==> src/rtl/muladd_pkg.sv <==
// Shared types for the multiply-add / multiply-accumulate unit.
package muladd_pkg;

   typedef enum logic {
      MODE_MULADD = 1'b0,
      MODE_MAC    = 1'b1
   } mode_e;

   typedef enum logic [1:0] {
      IDLE = 2'd0,
      MUL  = 2'd1,
      ADD  = 2'd2,
      OUT  = 2'd3
   } macstate_e;

endpackage

==> src/rtl/mul_iter.sv <==
// Bit-serial shift-add multiplier: one multiplier bit per cycle, LSB first,
// exactly WIDTH cycles per product after a start pulse.
module mul_iter #(
   parameter int WIDTH = 8
) (
   input  logic               clk_i,
   input  logic               rst_ni,
   input  logic               start_i,
   input  logic [WIDTH-1:0]   a_i,
   input  logic [WIDTH-1:0]   b_i,
   output logic               done_o,
   output logic [2*WIDTH-1:0] product_o
);

   localparam int CW = $clog2(WIDTH + 1);
   localparam logic [CW-1:0] LAST = CW'(WIDTH - 1);

   logic [2*WIDTH-1:0] mcand_q;
   logic [WIDTH-1:0]   mplier_q;
   logic [2*WIDTH-1:0] prod_q;
   logic [CW-1:0]      cnt_q;
   logic               busy_q;

   always_ff @(posedge clk_i or negedge rst_ni) begin
      if (!rst_ni) begin
         mcand_q  <= '0;
         mplier_q <= '0;
         prod_q   <= '0;
         cnt_q    <= '0;
         busy_q   <= 1'b0;
      end else if (start_i) begin
         mcand_q  <= {{WIDTH{1'b0}}, a_i};
         mplier_q <= b_i;
         prod_q   <= '0;
         cnt_q    <= '0;
         busy_q   <= 1'b1;
      end else if (busy_q) begin
         if (mplier_q[0]) prod_q <= prod_q + mcand_q;
         mcand_q  <= mcand_q << 1;
         mplier_q <= mplier_q >> 1;
         cnt_q    <= cnt_q + CW'(1);
         if (cnt_q == LAST) busy_q <= 1'b0;
      end
   end

   // done is raised during the last bit cycle so the product is final on the next edge
   assign done_o    = busy_q && (cnt_q == LAST);
   assign product_o = prod_q;

endmodule

==> src/rtl/muladd_mac.sv <==
// Multiply-add (a*b+c) / multiply-accumulate (acc+a*b) unit with a serial
// multiplier, zero-operand skip and optional unsigned saturation.
module muladd_mac
   import muladd_pkg::*;
#(
   parameter int WIDTH    = 8,
   parameter bit SATURATE = 1'b0
) (
   input  logic             clk_i,
   input  logic             rst_ni,
   output logic             in_ready_o,
   input  logic             in_valid_i,
   input  logic [WIDTH-1:0] a_i,
   input  logic [WIDTH-1:0] b_i,
   input  logic [WIDTH-1:0] c_i,
   input  logic             mode_i,
   input  logic             acc_clr_i,
   output logic [WIDTH-1:0] prodsum_o,
   output logic             ovf_o,
   output logic             prodsum_valid_o,
   input  logic             prodsum_ready_i,
   output macstate_e        state_o
);

   // Handshakes: a transfer happens on a rising edge where valid and ready are both
   // high; valid never waits on ready, and a valid result holds its data until taken.

   macstate_e          state_q, state_d;
   logic               accept, op_zero, mul_start, mul_done;
   logic [2*WIDTH-1:0] mul_product, product;
   logic [2*WIDTH:0]   sum;
   logic               sum_ovf;
   logic [WIDTH-1:0]   sat_result;

   mode_e              mode_q;
   logic               zero_q;
   logic [WIDTH-1:0]   addend_q, acc_q, result_q;
   logic               ovf_q;

   assign op_zero = (a_i == '0) || (b_i == '0);

   always_ff @(posedge clk_i or negedge rst_ni) begin
      if (!rst_ni) state_q <= IDLE;
      else         state_q <= state_d;
   end

   always_comb begin
      state_d = state_q;
      case (state_q)
         IDLE: if (accept) state_d = op_zero ? ADD : MUL;
         MUL:  if (mul_done) state_d = ADD;
         ADD:  state_d = OUT;
         OUT:  if (prodsum_ready_i) state_d = IDLE;
         default: state_d = IDLE;
      endcase
   end

   always_comb begin
      in_ready_o      = (state_q == IDLE) && rst_ni;
      prodsum_valid_o = (state_q == OUT);
      accept          = in_valid_i && in_ready_o;
      mul_start       = accept && !op_zero;
   end

   mul_iter #(.WIDTH(WIDTH)) u_mul_iter (
      .clk_i     (clk_i),
      .rst_ni    (rst_ni),
      .start_i   (mul_start),
      .a_i       (a_i),
      .b_i       (b_i),
      .done_o    (mul_done),
      .product_o (mul_product)
   );

   // Skipped multiplications leave the multiplier's stale product behind, so mask it
   assign product    = zero_q ? '0 : mul_product;
   assign sum        = {1'b0, product} + {{(WIDTH + 1){1'b0}}, addend_q};
   assign sum_ovf    = |sum[2*WIDTH:WIDTH];
   assign sat_result = (SATURATE && sum_ovf) ? {WIDTH{1'b1}} : sum[WIDTH-1:0];

   always_ff @(posedge clk_i or negedge rst_ni) begin
      if (!rst_ni) begin
         mode_q   <= MODE_MULADD;
         zero_q   <= 1'b0;
         addend_q <= '0;
         acc_q    <= '0;
         result_q <= '0;
         ovf_q    <= 1'b0;
      end else begin
         if (accept) begin
            mode_q   <= mode_e'(mode_i);
            zero_q   <= op_zero;
            addend_q <= (mode_e'(mode_i) == MODE_MAC && !acc_clr_i) ? acc_q : c_i;
         end
         if (state_q == ADD) begin
            result_q <= sat_result;
            ovf_q    <= sum_ovf;
         end
         if (state_q == OUT && prodsum_ready_i && mode_q == MODE_MAC) acc_q <= result_q;
      end
   end

   assign prodsum_o = result_q;
   assign ovf_o     = ovf_q;
   assign state_o   = state_q;

endmodule

==> config.mk <==
export PLATFORM = sky130hd
export DESIGN_NAME = muladd_mac
export DESIGN_NICKNAME = d
export VERILOG_FILES = /design/src/rtl/muladd_pkg.sv /design/src/rtl/mul_iter.sv /design/src/rtl/muladd_mac.sv
export SDC_FILE = /design/constraint.sdc
export NUM_CORES = 1
export LEC_CHECK = 0
export BUFFER_PORTS_ARGS = -buffer_cell sky130_fd_sc_hd__buf_2
export CAP_MARGIN = 20
export CORE_MARGIN = 2
export CORE_UTILIZATION = 45
export DETAILED_ROUTE_END_ITERATION = 10
export GPL_TIMING_DRIVEN = 0
export HOLD_SLACK_MARGIN = 0.03
export SYNTH_ARGS = -nofsm -noshare
export SYNTH_HDL_FRONTEND = slang
export SYNTH_SLANG_ARGS = --single-unit
==> constraint.sdc <==
create_clock -name clk_i -period 3.7 [get_ports clk_i]
set_input_delay 0.74 -clock clk_i [delete_from_list [all_inputs] [get_ports clk_i]]
set_output_delay 0.74 -clock clk_i [all_outputs]
set_load 0.02 [all_outputs]
# After elaboration in Yosys (flattened, before gate mapping)
# Index checks and enable logic that the tools add are counted.
[classes]
reduce_logical = 18
n_div = 0
n_shift = 0
n_eq_ne = 7
magnitude_cmp = 0
n_mux = 19
bitwise_logic = 0
n_addsub = 3
multipliers = 0
[ops]
columns = ["op", "count"]
rows = [
  ["$mux 16", 6],
  ["$mux 8", 3],
  ["$add 16x8->17", 1],
  ["$add 16x16->16", 1],
  ["$logic_not 8->1", 2],
  ["$reduce_or 9->1", 1],
  ["$mux 2", 4],
  ["$mux 4", 2],
  ["$pmux 2 s4", 1],
  ["$logic_and 1x1->1", 7],
  ["$add 4x1->4 const B", 1],
  ["$eq 2x2->1 const B", 2],
  ["$eq 4x3->1 const B", 1],
  ["$ne 2x2->1 const B", 2],
  ["$reduce_bool 2->1", 2],
  ["$mux 1", 3],
  ["$reduce_and 3->1", 1],
  ["$eq 2x1->1 const B", 1],
  ["$logic_not 1->1", 2],
  ["$logic_not 2->1", 1],
  ["$ne 2x1->1 const B", 1],
  ["$reduce_and 2->1", 1],
  ["$logic_or 1x1->1", 1],
]
[totals]
wordCells = 59
latch_bits = 0
n_memories = 0
input_bits = 30
ff_bits = 74
romBits = 0
output_inout_bits = 13
mem_bits_rw = 0

# Longest topological paths before layout
[depth]
depth_word = 6
mapped_depth = 10
ltp_nobuf = 9

# Cells and area by module
# From an unflattened synthesis, not the netlist that was laid out.
[hier_totals]
cells_unflattened = 467
hier_area_um2 = 4551.9
[by_module_without_submodules]
columns = ["mod", "area_each_um2", "instances", "seq_area_each_um2", "cells_each"]
rows = [
  ["mul_iter", 2653.8, 1, 1126.1, 278],
  ["muladd_mac", 1898.1, 1, 725.7, 189],
]

# Worst setup path before layout
# OpenSTA, ideal clock, no wires.
[synth_timing]
path_type = "reg-to-reg"
startpoint = "register zero_q"
endpoint = "register ovf_q (netlist: ovf_o)"
setup_slack_ns = 0.991
setup_ns = 0.126
arrival_ns = 2.583
n_path_buf = 1
synth_period_minus_slack_ns = 2.709
path_stages_with_launch = 11
t_required_ns = 3.574
path_cell_list = "dfrtp_1 clkbuf_1 nor2b_1 ha_1 fa_1 a21oi_1 nand4b_2 a21bo_2 a221oi_1 a2111o_1 o32a_1"
[synth_between]
elab_chain_cells = 3
[synth_lines]
columns = ["item", "line", "source"]
rows = [
  ["start: declaration", "muladd_mac.sv:36", "logic zero_q;"],
  ["start signal: assignment", "muladd_mac.sv:92", "zero_q <= op_zero;"],
  ["$mux 16", "muladd_mac.sv:76", "assign product = zero_q ? '0 : mul_product;"],
  ["$add 16x8->17", "muladd_mac.sv:77", "assign sum = {1'b0, product} + {{(WIDTH + 1){1'b0}}, addend_q};"],
  ["$reduce_or 9->1", "muladd_mac.sv:78", "assign sum_ovf = |sum[2*WIDTH:WIDTH];"],
  ["end signal: assignment", "muladd_mac.sv:97", "ovf_q <= sum_ovf;"],
  ["end: declaration", "muladd_mac.sv:38", "logic ovf_q;"],
]
# No other way between the ends.
# A chain may end at the register's enable or synchronous reset.

# Final worst setup path
# Ends and elaborated chain as after synthesis.

==> impl_metrics.json <==
{
  "drv_slew": 0,
  "path_class": "flip-flop to flip-flop",
  "hold_viol_final": 0,
  "fin_ws_ns": 0.630,
  "synth_compound_area_share_pct": 16.7,
  "ys_warn_count": 0,
  "seq_area_mm2": 0.00185,
  "worstPathArrival_ns": 3.30,
  "clk_latency_ns": 0.35,
  "vias_per_cell": 5.31,
  "finalCritPeriodShare_pct": 83.0,
  "rsz0062_at_grt": "false",
  "multi_input_area_mm2": 0.00251,
  "maxSlewHeadroom_pct": 53.7,
  "ys_async_sr_fraction_pct": 100,
  "areaGrowthSynthToFinish_pct": 14.2,
  "synth_ff_type": "dfrtp_1",
  "p_seq_share_pct": 34.6,
  "synth.distinct_cells": 50,
  "cts_setup_buffers": 0,
  "grt_pass1_wl_um": 16700,
  "cap_violations": 0,
  "clockPowerShare_pct": 17.3,
  "grt_pass1_vias": 3463,
  "synth-adder-area-share_pct": 9.03,
  "dp_slack_ns": 0.623,
  "synth_seq_cells": 74,
  "synth-xor-area-share_pct": 3.34,
  "p_int_w": 0.00241,
  "die_area_mm2": 0.0107,
  "layout_commonest_cell": "dfrtp_1",
  "synthSimpleGateAreaFrac_pct": 15.7,
  "power_density_mw_per_mm2": 810,
  "holdBufCountCts": 0,
  "fin_crit_ns": 3.07,
  "io_buffers": 42,
  "fin_util_pct": 52.6,
  "clock-root-buffer": "clkbuf_8",
  "seq_area_frac_synth_pct": 41.5,
  "core_area_mm2": 0.00968,
  "vias": 3500,
  "status": "finished clean",
  "nFillCells": 919,
  "drive_above_1_share_pct": 15.4,
  "worstHoldPathType": "primary input to asynchronous set/reset pin",
  "drt_wl_total_um": 9820,
  "final_cell_area_mm2": 0.00509,
  "cts_tree": "done",
  "synth.cell_area_mm2": 0.00446,
  "fin_skew_ns": 0.0118,
  "setup_violations": 0,
  "rows": 36,
  "numCtsBuffers": 9,
  "postSynthCellCount": 467,
  "grt_max_degree": 46,
  "finalNetCount": 582,
  "htreeDepth": 3,
  "dr.pass1.iters": 4,
  "worstSetupStartpointType": "flip-flop",
  "track_usage_pct": 19.2,
  "diodes": 0,
  "p_sw_w": 0.00172,
  "ir_drop_mv": 0.407,
  "tightest_slew_ns": 0.695,
  "synth_edf_count": 0,
  "die_y_um": 104,
  "wl_per_cell_um": 14.9,
  "io_pins": 43,
  "cp_max_fo": 10,
  "cts_sinks": 74,
  "start_util_pct": 46.1,
  "syn-num-nets": 528,
  "drc": 0,
  "synthMuxAreaShare_pct": 11.4,
  "place_congestion": 0.846,
  "stdcell_count": 659,
  "grt-ovfl-total": 0,
  "power.leakage_nw": 2.42,
  "ant_nets": 0,
  "hpwlAfterDp_um": 7440,
  "layout_common_cells": "74 x dfrtp_1, 53 x nand2_1, 42 x buf_2",
  "ctsLongestPathBuffers": 2,
  "avgSynthCellArea_um2": 9.55,
  "synth_top_family_by_area": "compound AO/OA/AOI/OAI gates",
  "placed_cells": 643,
  "die_x_um": 104,
  "sw_frac_of_total_pct": 41.7,
  "power_frac_comb_pct": 48.0,
  "critPathCaptureType": "flip-flop",
  "drt_iter0_drc": 123,
  "place_area_mm2": 0.00487,
  "path_clk_slew_ns": 0.09,
  "cts_resized": 0,
  "fmax_mhz": 326,
  "r2r.worst_path.cells": 10,
  "cp.required_ns": 3.93,
  "antenna_found_initial": 0
}
## critical path, cell delays in order (launching register included)
cell	delay (ns)
dfrtp_1	0.44
clkbuf_1	0.36
nor2b_1	0.10
ha_1	0.24
fa_1	0.41
a21oi_1	0.21
nand4b_2	0.19
a21bo_2	0.17
a221oi_1	0.08
a2111o_1	0.40
o32a_1	0.34
## synth_stat cells, drive strengths merged (2+ instances only)
| library cell | count | area share (%) |
|---|---|---|
| and2 | 3 | 0.42 |
| a31o | 2 | 0.39 |
| a31oi | 2 | 0.28 |
| fa | 2 | 0.90 |
| or4 | 2 | 0.34 |
| o21a | 4 | 0.67 |
| a21o | 6 | 1.0 |
| nor2 | 37 | 3.1 |
| nand4 | 2 | 0.28 |
| a221oi | 3 | 0.59 |
| nand3 | 8 | 0.90 |
| o211ai | 2 | 0.34 |
| o21bai | 3 | 0.50 |
| mux2 | 15 | 3.8 |
| and3 | 3 | 0.42 |
| nand2 | 53 | 4.5 |
| a21oi | 30 | 3.4 |
| nor4 | 5 | 0.70 |
| nand2b | 8 | 1.1 |
| xnor2 | 10 | 2.0 |
| inv | 7 | 0.59 |
| ha | 29 | 8.1 |
| clkbuf | 18 | 1.5 |
| dfrtp | 74 | 42 |
| buf | 2 | 0.20 |
| xor2 | 7 | 1.4 |
| nor3 | 11 | 1.2 |
| nor2b | 12 | 1.7 |
| o21ai | 42 | 4.7 |
| o22ai | 3 | 0.42 |
| a211oi | 12 | 2.0 |
| mux2i | 34 | 7.6 |
## stage by stage
stage               hold WS (ns)  TNS, ns  total power, W
global placement           0.482    -1.15         0.00338
floorplan                  0.444        0         0.00294
finish                     0.329        0         0.00413
CTS                        0.324        0         0.00416
detailed placement         0.486        0         0.00343
global route               0.333        0         0.00450
## power groups by stage
stage	sequential [W]	combinational, W	clock [W]
3_5_place_dp	0.00145	0.00199	0
3_3_place_gp	0.00144	0.00194	0
4_1_cts	0.00143	0.00200	0.000737
2_1_floorplan	0.00143	0.00151	0
6_report	0.00143	0.00198	0.000715
5_1_grt	0.00148	0.00224	0.000779
## worst paths after layout
check	from	end	slack, ns
worst max-delay path	zero_q	ovf_o	0.63
worst min-delay path	rst_ni	acc_q[4]	0.33
worst max register to register	zero_q	ovf_o	0.63
worst min register to register	addend_q[0]	addend_q[0]	0.50
max in group asynchronous	rst_ni	u_mul_iter.mcand_q[7]	2.81
min in group clk_i	addend_q[0]	addend_q[0]	0.50
## flip-flops by register name (all words and copies together), names as in the netlist, 2 cells and up
name                  cells
u_mul_iter.mplier_q       8
acc_q                     8
u_mul_iter.mcand_q       16
u_mul_iter.product_o     16
addend_q                  8
u_mul_iter.cnt_q          4
prodsum_o                 8
state_o                   2
## kinds of logic (layout without fill, tap and decap cells)
kind of cell	count (synthesis)	in the layout
flops	74	74
fa+ha+maj	31	31
mux	49	49
buf+inv	27	86
compound gates	120	120
xor+xnor	17	17
simple gates	149	149
## metal layers
metal  global-route usage [%]  vias up  routed length (µm)
met2                     32.1       67                4610
met5                        0        -                   0
met4                     4.92        0                  78
li1                         -     1789                   -
met3                     3.84        8                 384
met1                     25.7     1636                4750
## cell type report
class                      count  area share [%]
buffer                        20            1.50
clock buffer                   9            2.43
clock inverter                 7            1.99
inverter                       7           0.516
multi-input combinational    366            49.2
sequential                    74            36.4
tap                          133            3.27
timing repair buffer          43            4.72
Power figures use the tool's default switching activity.
